[config.mk]
export PLATFORM = sky130hd
export DESIGN_NAME = muldiv_sched
export DESIGN_NICKNAME = d
export VERILOG_FILES = /design/src/rtl/muldiv_sched.sv
export SDC_FILE = /design/constraint.sdc
export NUM_CORES = 1
export LEC_CHECK = 0
export CORE_MARGIN = 8
export CORE_UTILIZATION = 39
export DETAILED_ROUTE_END_ITERATION = 10
export PLACE_DENSITY = 0.76
export SYNTH_ARGS = -nofsm -noshare
export SYNTH_HDL_FRONTEND = slang
export SYNTH_SLANG_ARGS = --single-unit
[constraint.sdc]
create_clock -name clk -period 1.5 [get_ports clk]
set_input_delay 0.3 -clock clk [delete_from_list [all_inputs] [get_ports clk]]
set_output_delay 0.3 -clock clk [all_outputs]
set_load 0.005 [all_outputs]
[src/rtl/muldiv_sched.sv]
// muldiv_sched: issue scheduler for a shared multiply/divide datapath.
//
// Two requesters compete for a single operand bus that feeds a LAT-deep multiply pipeline and a
// LAT-deep divide pipeline. At most one operation is issued per cycle. When both requesters are
// eligible, round-robin arbitration picks the winner. A tracking shift register follows each
// issued operation, so that the result leaves with its owner, op type and tag exactly LAT cycles
// after the handshake. Each requester may have up to MAX_OUT operations in flight.
//
// Ports
//   clk, reset               clock; asynchronous active-high reset
//   req{0,1}_valid/op/tag    requester operation (op: 0 = multiply, 1 = divide)
//   req{0,1}_ready           grant this cycle (combinational)
//   issue_sel                requester whose operands are muxed onto the shared bus
//   mul_issue, div_issue     issue strobe into the multiply / divide pipeline
//   res_valid/src/op/tag     retiring result (fields are zero when res_valid is low)
//   pend0, pend1             in-flight count per requester
//   busy                     any tracking stage holds a valid entry
module muldiv_sched #(
  parameter int unsigned TAG_W   = 4,
  parameter int unsigned LAT     = 2,
  parameter int unsigned MAX_OUT = 2,
  localparam int unsigned PW     = $clog2(MAX_OUT + 1)
) (
  input  logic             clk,
  input  logic             reset,
  input  logic             req0_valid,
  input  logic             req0_op,
  input  logic [TAG_W-1:0] req0_tag,
  output logic             req0_ready,
  input  logic             req1_valid,
  input  logic             req1_op,
  input  logic [TAG_W-1:0] req1_tag,
  output logic             req1_ready,
  output logic             issue_sel,
  output logic             mul_issue,
  output logic             div_issue,
  output logic             res_valid,
  output logic             res_src,
  output logic             res_op,
  output logic [TAG_W-1:0] res_tag,
  output logic [PW-1:0]    pend0,
  output logic [PW-1:0]    pend1,
  output logic             busy
);

  localparam logic [PW-1:0] MaxOut = PW'(MAX_OUT);

  typedef struct packed {
    logic             valid;
    logic             src;
    logic             op;
    logic [TAG_W-1:0] tag;
  } trk_t;

  trk_t          trk_q [LAT];
  trk_t          new_ent;
  logic [PW-1:0] pend0_q, pend1_q;
  logic          prio_q;  // requester favoured on a tie
  logic          sel_q;   // last granted requester, drives issue_sel when idle

  logic          elig0, elig1;
  logic          grant, gnt_idx, gnt_op;
  logic [TAG_W-1:0] gnt_tag;
  logic          inc0, inc1, dec0, dec1;

  // Arbitration. Reset gates eligibility so that no handshake is seen while reset is held.
  always_comb begin
    elig0   = ~reset & req0_valid & (pend0_q < MaxOut);
    elig1   = ~reset & req1_valid & (pend1_q < MaxOut);
    grant   = elig0 | elig1;
    gnt_idx = (elig0 & elig1) ? prio_q : elig1;
    gnt_op  = gnt_idx ? req1_op  : req0_op;
    gnt_tag = gnt_idx ? req1_tag : req0_tag;
  end

  always_comb begin
    req0_ready = grant & ~gnt_idx;
    req1_ready = grant &  gnt_idx;
    mul_issue  = grant & ~gnt_op;
    div_issue  = grant &  gnt_op;
    issue_sel  = grant ? gnt_idx : sel_q;
  end

  // Empty slots carry zero payload so that the result fields read zero without extra gating.
  always_comb begin
    new_ent = '0;
    if (grant) begin
      new_ent.valid = 1'b1;
      new_ent.src   = gnt_idx;
      new_ent.op    = gnt_op;
      new_ent.tag   = gnt_tag;
    end
  end

  always_ff @(posedge clk or posedge reset) begin
    if (reset) begin
      for (int i = 0; i < LAT; i++) trk_q[i] <= '0;
    end else begin
      trk_q[0] <= new_ent;
      for (int i = 1; i < LAT; i++) trk_q[i] <= trk_q[i-1];
    end
  end

  always_comb begin
    res_valid = trk_q[LAT-1].valid;
    res_src   = trk_q[LAT-1].valid ? trk_q[LAT-1].src : 1'b0;
    res_op    = trk_q[LAT-1].valid ? trk_q[LAT-1].op  : 1'b0;
    res_tag   = trk_q[LAT-1].valid ? trk_q[LAT-1].tag : '0;
  end

  always_comb begin
    busy = 1'b0;
    for (int i = 0; i < LAT; i++) busy = busy | trk_q[i].valid;
  end

  // Arbitration state moves only on a grant.
  always_ff @(posedge clk or posedge reset) begin
    if (reset) begin
      prio_q <= 1'b0;
      sel_q  <= 1'b0;
    end else if (grant) begin
      prio_q <= ~gnt_idx;
      sel_q  <= gnt_idx;
    end
  end

  // In-flight counters; a simultaneous grant and retire for the same requester cancel out.
  always_comb begin
    inc0 = req0_ready;
    inc1 = req1_ready;
    dec0 = res_valid & ~res_src;
    dec1 = res_valid &  res_src;
  end

  always_ff @(posedge clk or posedge reset) begin
    if (reset) begin
      pend0_q <= '0;
      pend1_q <= '0;
    end else begin
      if (inc0 && !dec0 && pend0_q != MaxOut)   pend0_q <= pend0_q + PW'(1);
      else if (dec0 && !inc0 && pend0_q != '0)  pend0_q <= pend0_q - PW'(1);
      if (inc1 && !dec1 && pend1_q != MaxOut)   pend1_q <= pend1_q + PW'(1);
      else if (dec1 && !inc1 && pend1_q != '0)  pend1_q <= pend1_q - PW'(1);
    end
  end

  assign pend0 = pend0_q;
  assign pend1 = pend1_q;

  // Hitting either counter limit means the tracking and the counters disagree.
  a_pend0_over : assert property (@(posedge clk) disable iff (reset)
    !(inc0 && !dec0 && pend0_q == MaxOut)) else $error("pend0 overflow");
  a_pend0_under : assert property (@(posedge clk) disable iff (reset)
    !(dec0 && !inc0 && pend0_q == '0)) else $error("pend0 underflow");
  a_pend1_over : assert property (@(posedge clk) disable iff (reset)
    !(inc1 && !dec1 && pend1_q == MaxOut)) else $error("pend1 overflow");
  a_pend1_under : assert property (@(posedge clk) disable iff (reset)
    !(dec1 && !inc1 && pend1_q == '0)) else $error("pend1 underflow");

endmodule
# Word level (Yosys, flattened, before mapping)
# Index checks and enable logic that the tools add are counted.
[word_totals] register_bits=20 input_bits=14 wordCells=65
[classes] add_sub_neg=4 magnitude_cmp=2 eq_ne=2 muxes=12 n_bitwise=17 reduce_logical=16
[ops] op="1-bit bitwise AND" n=11
[ops] op="1-bit logical AND" n=8
[ops] op="2-bit two-way mux" n=4
[ops] op="4-bit two-way mux" n=2
[ops] op="2-bit nonzero test" n=4
[ops] op="7-bit two-way mux" n=1
[ops] op="1-bit two-way mux" n=5
[ops] op="2-bit by 1-bit adder with 2-bit output, second input constant" n=2
[ops] op="1-bit logical NOT" n=4
[ops] op="2-bit < comparator, second input constant" n=2
[ops] op="2-bit inequality test, second input constant" n=2
[ops] op="1-bit inverter" n=4
[ops] op="2-bit by 1-bit subtractor with 2-bit output, second input constant" n=2
[ops] op="1-bit OR" n=2

# Longest topological paths before layout
# Gate-level depths: netlist of the first run.
[depth] ltp_word=12 depth_mapped=4 mapped_depth_nobuf=4

# Worst setup path after synthesis of the first run
# OpenSTA, ideal clock, no wires.
[synth_path] path_type="register to output" startpoint="register pend1_q[1] (netlist: pend1[1])" endpoint="output port mul_issue" arrival_time_ns=1.314 path_slack_ns=-0.114 stages_incl_launch_ff=5 n_path_buf=1 cell_sequence="dfrtp_1 -> or3b_1 -> clkbuf_1 -> o21ai_0 -> and3_1"
[synth_between] elab_chain_cells=7
[synth_lines] item="from (decl)" line_no="57" source="logic [PW-1:0] pend0_q, pend1_q;"
[synth_lines] item="from (signal assigned)" line_no="142" source="if (inc1 && !dec1 && pend1_q != MaxOut) pend1_q <= pend1_q + PW'(1);"
[synth_lines] item="from (signal assigned)" line_no="143" source="else if (dec1 && !inc1 && pend1_q != '0) pend1_q <= pend1_q - PW'(1);"
[synth_lines] item="2-bit < comparator (*)" line_no="69" source="elig1 = ~reset & req1_valid & (pend1_q < MaxOut);"
[synth_lines] item="1-bit bitwise AND (*)" line_no="69"
[synth_lines] item="1-bit bitwise AND" line_no="71" source="gnt_idx = (elig0 & elig1) ? prio_q : elig1;"
[synth_lines] item="1-bit two-way mux" line_no="71"
[synth_lines] item="1-bit two-way mux" line_no="72" source="gnt_op = gnt_idx ? req1_op : req0_op;"
[synth_lines] item="1-bit inverter" line_no="79" source="mul_issue = grant & ~gnt_op;"
[synth_lines] item="1-bit bitwise AND (*)" line_no="79"
[synth_lines] item="to (decl)" line_no="35" source="output logic mul_issue,"
# Mark *: on every way between the ends. The rest lies on a longest branch, timed or not.

# Worst setup path after layout of the first run
[layout_path] startpoint="register pend0_q[1] (netlist: pend0[1])" endpoint="output port mul_issue"
[layout_lines] item="from (decl)" line_no="57"
[layout_lines] item="from (signal assigned)" line_no="140" source="if (inc0 && !dec0 && pend0_q != MaxOut) pend0_q <= pend0_q + PW'(1);"
[layout_lines] item="from (signal assigned)" line_no="141" source="else if (dec0 && !inc0 && pend0_q != '0) pend0_q <= pend0_q - PW'(1);"
[layout_lines] item="2-bit < comparator" line_no="68" source="elig0 = ~reset & req0_valid & (pend0_q < MaxOut);"
[layout_lines] item="1-bit bitwise AND" line_no="68"
[layout_lines] item="1-bit OR" line_no="70" source="grant = elig0 | elig1;"
[layout_lines] item="via grant" line_no="62" source="logic grant, gnt_idx, gnt_op;"
[layout_lines] item="1-bit bitwise AND" line_no="79"
# The timed path passes the listed nets, and every way through them passes these cells.

==> impl_metrics.csv, run 1 <==
group,metric,value,unit
power,max-vdd-ir-drop,1.23,mV
synthesis,netlist_instances,84,
global_routing,grt_pass1_vias,975,
timing,setup_viol,10,
synthesis,synth_nets,98,
place,dp_slack,-844,ps
floorplan,die_h,63.7,um
clock_tree,tritoncts,"done",
setup_path,r2r_start,"pend0[1]",
power,comb_power_share,50.6,%
power,power.switching,805,uW
timing,fin_setup_tns,-2210,ps
clock_tree,cts.sinks,20,
synthesis,synthTopCellsByArea,"dfrtp_1 (56%), o21ai_0 (4.5%), a21oi_1 (3.9%), nand3_1 (3.9%), and2_1 (3.5%)",
global_routing,antenna_found_initial,0,
floorplan,chipWidth,63.7,um
detailed_routing,wl_per_cell,17.9,um
timing,period_share,136,%
synthesis,synth_edf_count,0,
setup_path,critPathCaptureType,"primary output",
synthesis,yosys.cell_count.top_type,"dfrtp_1",
floorplan,initial_utilization,40.5,%
timing,finalHoldViolations,0,
synthesis,synth_area_per_cell,10.6,sq um
detailed_routing,num_vias,900,
global_routing,grt_start_max_net_pins,17,
timing,max_freq,492,MHz
synthesis,synth_top_area_cell,"dfrtp_1",
detailed_routing,drt_iter0_markers,23,
setup_path,cp.arrival,1730,ps
final_layout,fin_nets,162,
setup_path,ff2ff_setup_slack,-150,ps
outcome,violations,"negative setup slack",
timing,maxSlewHeadroom,84.3,%
detailed_routing,viasPerCell,5.14,
setup_path,crit_chain,"buf_6 -> or2b_1 -> a21o_1 -> inv_1 -> and3_4 -> buf_6",
timing,worst_pin_slew,234,ps
power,internal_power,1660,uW
power,seqPwrFrac,31.3,%
power,power.total,2460,uW
synthesis,synthFlopType,"dfrtp_1",
job,cap_violations,0,
floorplan,fp-row-count,17,
clock_tree,insertion_delay,310,ps
power,pwr-share-clk,18.1,%
synthesis,synth_cell_types,29,
setup_path,crit_required,1200,ps
setup_path,worst_path_max_delay_cell,"dfrtp_1",
synthesis,synth_top_area_share,56.4,%
final_layout,area_growth,81.8,%
synthesis,syn_area,887,sq um
floorplan,core-area,2190,sq um
outcome,status,"complete, but fails checks",
power,switching_share,32.7,%
clock_tree,cts-hold-fix-buffers,0,
setup_path,worstReg2RegEnd,"pend0[0]",
global_routing,overflow,0,
setup_path,r2r_cells,5,
place,place_congestion,0.883,
global_routing,grt_pass1_wl,4.59,mm
detailed_routing,drc,0,
setup_path,crit_path_end,"mul_issue",
final_layout,drive_gt1_share,47.6,%
worst_hold_path,hold_path.class,"input port to async pin",
final_layout,antenna_cells,0,
place,dp_hpwl,1.88,mm
setup_path,cp-startpoint,"pend0[1]",
setup_path,crit_top_cell,"buf_6",
timing,layout_setup_ws,-533,ps
clock_tree,clk_pin_slew,110,ps
synthesis,synth_common_cells,"dfrtp_1 (20), o21ai_0 (8), a21oi_1 (7), nand3_1 (7), and2_1 (5)",
setup_path,slowest_delay,430,ps
synthesis,yosysWarnings,0,
global_routing,grtUsageTotal,14.3,%
timing,period_minus_slack,2030,ps
power,p_leak,0.000795,uW
floorplan,die_area,4060,sq um
detailed_routing,routed_wirelength,3.14,mm
clock_tree,h-tree-depth,1,
synthesis,ys_ff_latch,20,
place,numPortBuffers,30,
timing,rsz0062_at_grt,"true",
clock_tree,cts_buffers,3,
synthesis,synth_async_sr_flop_share,100,%
synthesis,seq_area_frac_synth,56.4,%
power,cellPowerDensity,1530,nW/um^2
setup_path,crit_type,"flip-flop to primary output",
timing,slew_violations,0,
setup_path,worst_setup_path_start_kind,"flip-flop",
setup_path,cp_max_fo,4,
timing,skew,0.868,ps
clock_tree,clockBufferDepth,2,
floorplan,pin_count,31,
detailed_routing,drt.antenna.violating_nets,0,
detailed_routing,drtPass1Iterations,4,
clock_tree,root_buffer,"clkbuf_4",
[layout by cell type (no fill, tap or decap), types with 3 or more instances in the layout]
cell             synthesis  final
a21oi_1                  7      5
and2_4                   0      4
buf_2                    0      7
buf_4                    0     19
buf_6                    1     17
clkbuf_4                 0      3
clkdlybuf4s50_1          0     10
dfrtp_1                 20     20
dlygate4sd2_1            0      4
inv_1                    4      4
nand3_1                  7      6
o21ai_0                  8      3
o21ai_1                  0      4
or3b_4                   1      3
[flip-flops by register name, summed over array words and instances, names as in the netlist]
| register | count |
|---|---|
| pend0 | 2 |
| trk_q | 13 |
| res_valid | 1 |
| sel_q | 1 |
| prio_q | 1 |
| pend1 | 2 |
[per-layer routing]
layer  share of wire, %  track usage (%)  up-vias
met5                  0                0        -
met4                3.4             6.69        0
met3                3.9             4.24       10
met2                 55             27.1       24
met1                 38             13.6      440
li1                   -                -      426
[repair_timing]
action / 4_1_cts / 5_1_grt
setup buffers: 15 / 5
pin swaps: 13 / 12
setup endpoints to repair: 20 / 23
gates resized for setup: 83 / 24
[through the flow]
stage | hold WS (ps) | area [sq um] | cells | util, %
2_1_floorplan | 264 | 896 | 84 | -
3_3_place_gp | 332 | 1370 | 159 | 62.7
3_5_place_dp | 335 | 1370 | 159 | 62.7
4_1_cts | 178 | 1580 | 176 | 71.9
5_1_grt | 196 | 1610 | 175 | 73.6
6_report | 186 | 1610 | 175 | 73.6
[critical path, delay by kind of cell (launching register included)]
family                 cells  cell delay [ps]
buffers and inverters      3              330
flip-flops                 1              430
AND/OR/NAND/NOR            2              430
AO/OA/AOI/OAI              1              230
[worst min path at each step]
stage | slack (ps) | startpoint | endpoint | depth (start not counted)
detailed placement | 330 | trk_q[10] | trk_q[3] | 0
finish | 190 | reset | pend0[0] | 3
global route | 200 | reset | pend0[0] | 3
CTS | 180 | reset | pend0[0] | 3
global placement | 330 | trk_q[10] | trk_q[3] | 0
floorplan | 260 | reset | pend0[0] | 1
[final cells by class]
cell class	instances	area (sq um)
inverter	4	15.0
fill	145	578
timing repair buffer	62	564
clock inverter	1	30.0
clock buffer	3	22.5
multi-input combinational	57	445
sequential	20	500
tap	28	35.0
[power groups by stage]
stage	clock network [uW]	logic, uW	registers, uW
after floorplan	0	327	805
after global placement	0	848	782
after detailed placement	0	874	791
after CTS	448	1180	760
after global routing	474	1340	784
final	445	1250	771
[cell families after synthesis]
kind of cell           count (synthesis)  synth area share [%]
DFF                                   20                  56.4
AOI/OAI and AO/OA                     23                  15.2
and+or+nand+nor                       34                  24.5
buffers and inverters                  7                  3.81
Power figures use the tool's default switching activity.
==> inputs of run 2 (changes only) <==
- SKIP_LAST_GASP: unset -> 1
==> impl_metrics.csv, run 2 (synthesis results as in run 1) <==
group,metric,value,unit
detailed_routing,viasPerCell,5.11,
final_layout,fin_nets,163,
clock_tree,cts_buffers,3,
timing,slew_violations,0,
setup_path,crit_type,"flip-flop to primary output",
timing,period_minus_slack,2020,ps
setup_path,slowest_delay,420,ps
place,place_congestion,0.883,
global_routing,grt_pass1_wl,4.57,mm
setup_path,critPathCaptureType,"primary output",
clock_tree,insertion_delay,300,ps
place,numPortBuffers,30,
final_layout,regArea,500,sq um
global_routing,grt_pass1_vias,972,
clock_tree,root_buffer,"clkbuf_4",
clock_tree,tritoncts,"done",
floorplan,initial_utilization,40.5,%
setup_path,crit_required,1200,ps
clock_tree,clk_pin_slew,120,ps
timing,skew,2.43,ps
timing,layout_setup_ws,-518,ps
detailed_routing,routed_wirelength,2.96,mm
final_layout,layoutNonFillerInstCount,176,
outcome,violations,"negative setup slack",
clock_tree,cts-hold-fix-buffers,0,
timing,worst_pin_slew,243,ps
timing,hold_ws,200,ps
timing,fin_setup_tns,-2130,ps
place,dp_hpwl,1.88,mm
power,max-vdd-ir-drop,1.23,mV
floorplan,pin_count,31,
clock_tree,clockBufferDepth,2,
final_layout,fill_cells,145,
detailed_routing,drt_iter0_markers,30,
global_routing,antenna_found_initial,0,
detailed_routing,drtPass1Iterations,4,
detailed_routing,wl_met3,116,um
floorplan,die_area,4060,sq um
detailed_routing,drc,0,
place,place_inst,159,
detailed_routing,wirelength_met1,1.15,mm
final_layout,largest_register_ffs,13,
setup_path,crit_chain,"or3b_4 -> buf_6 -> o21ai_4 -> and3_4 -> buf_6",
job,cap_violations,0,
detailed_routing,route.met2.wl,1.58,mm
final_layout,antenna_cells,0,
power,cellPowerDensity,1500,nW/um^2
clock_tree,h-tree-depth,1,
timing,finalHoldViolations,0,
timing,rsz0062_at_grt,"true",
detailed_routing,num_vias,899,
floorplan,core-area,2190,sq um
final_layout,multi_input_area,442,sq um
timing,setup_viol,9,
floorplan,fp-row-count,17,
global_routing,grt_start_max_net_pins,17,
setup_path,cp_max_fo,3,
global_routing,overflow,0,
timing,maxSlewHeadroom,83.8,%
setup_path,worst_setup_path_start_kind,"flip-flop",
final_layout,drive_gt1_share,47.3,%
worst_hold_path,hold_path.class,"input port to async pin",
setup_path,worst_path_max_delay_cell,"or3b_4",
outcome,status,"complete, but fails checks",
final_layout,layout_commonest_cell,"buf_6",
global_routing,grtUsageTotal,14.3,%
final_layout,final_cell_mix,"buf_6 (21), dfrtp_1 (20), buf_4 (19), clkdlybuf4s50_1 (10)",
detailed_routing,wl_per_cell,16.8,um
floorplan,die_h,63.7,um
floorplan,chipWidth,63.7,um
detailed_routing,highest_layer,"met4",
power,p_leak,0.000804,uW
setup_path,cp.arrival,1720,ps
final_layout,top_register,"trk_q",
detailed_routing,drt.antenna.violating_nets,0,
setup_path,crit_top_cell,"buf_6",
final_layout,area_growth,84.8,%
clock_tree,cts.sinks,20,
timing,max_freq,496,MHz
timing,period_share,135,%
-- run 2: cell count changes in the layout (fill, tap and decap cells not counted) --
| cell | before | now |
|---|---|---|
| buf_6 | 17 | 21 |
| and2_4 | 4 | 5 |
| a21oi_1 | 5 | 6 |
| and2_1 | 1 | 0 |
| and4_1 | 0 | 1 |
| o21ai_0 | 3 | 4 |
| and4_4 | 1 | 0 |
| o21ai_1 | 4 | 3 |
| buf_2 | 7 | 4 |
| a21oi_2 | 2 | 1 |
-- run 2: path summary, 6_finish.rpt --
check	startpoint	end	slack [ps]	cells after the start
min in group clk	trk_q[10]	trk_q[3]	360	0
max in group asynchronous	reset	trk_q[8]	960	4
worst max-delay path	pend1[1]	mul_issue	-520	5
worst min-delay path	reset	pend0[0]	200	3
worst max register to register	pend0[1]	pend0[0]	-160	5
worst min register to register	trk_q[10]	trk_q[3]	360	0
-- run 2: per-layer routing --
| layer | track usage (%) | vias to the layer above |
|---|---|---|
| met5 | 0 | - |
| met4 | 6.69 | 0 |
| met3 | 4.24 | 10 |
| met2 | 27.1 | 24 |
| met1 | 13.5 | 434 |
| li1 | - | 431 |
-- run 2: power by group --
part / internal [uW] / switching, uW
clock network: 270 / 172
logic: 722 / 528
registers: 679 / 91.7
-- run 2: cell type report --
cell class | count | share of cell area, %
clock buffer | 3 | 1.37
clock inverter | 1 | 1.83
inverter | 4 | 0.916
multi-input combinational | 57 | 26.9
sequential | 20 | 30.5
tap | 28 | 2.14
timing repair buffer | 63 | 36.3
-- run 2: worst max-delay path: cells and delay by family (launching register included) --
| kind | cells | cell delay, ps |
|---|---|---|
| AO/OA/AOI/OAI | 1 | 140 |
| buffers and inverters | 2 | 230 |
| flip-flops | 1 | 410 |
| AND/OR/NAND/NOR | 2 | 620 |
-- run 2: timing repair --
action | CTS | global route
endpoints found under the setup margin | 20 | 22
buffers inserted | 15 | 5
pin swaps | 13 | 12
gates resized for setup | 78 | 30
-- run 2: per-stage QoR --
stage	power (uW)	utilization, %	worst slack, ps	area [sq um]
2_1_floorplan	1130	-	-22.9	896
3_3_place_gp	1630	62.7	-835	1370
3_5_place_dp	1670	62.7	-844	1370
4_1_cts	2370	71.4	-510	1560
5_1_grt	2610	74.8	-573	1640
6_report	2460	74.8	-518	1640
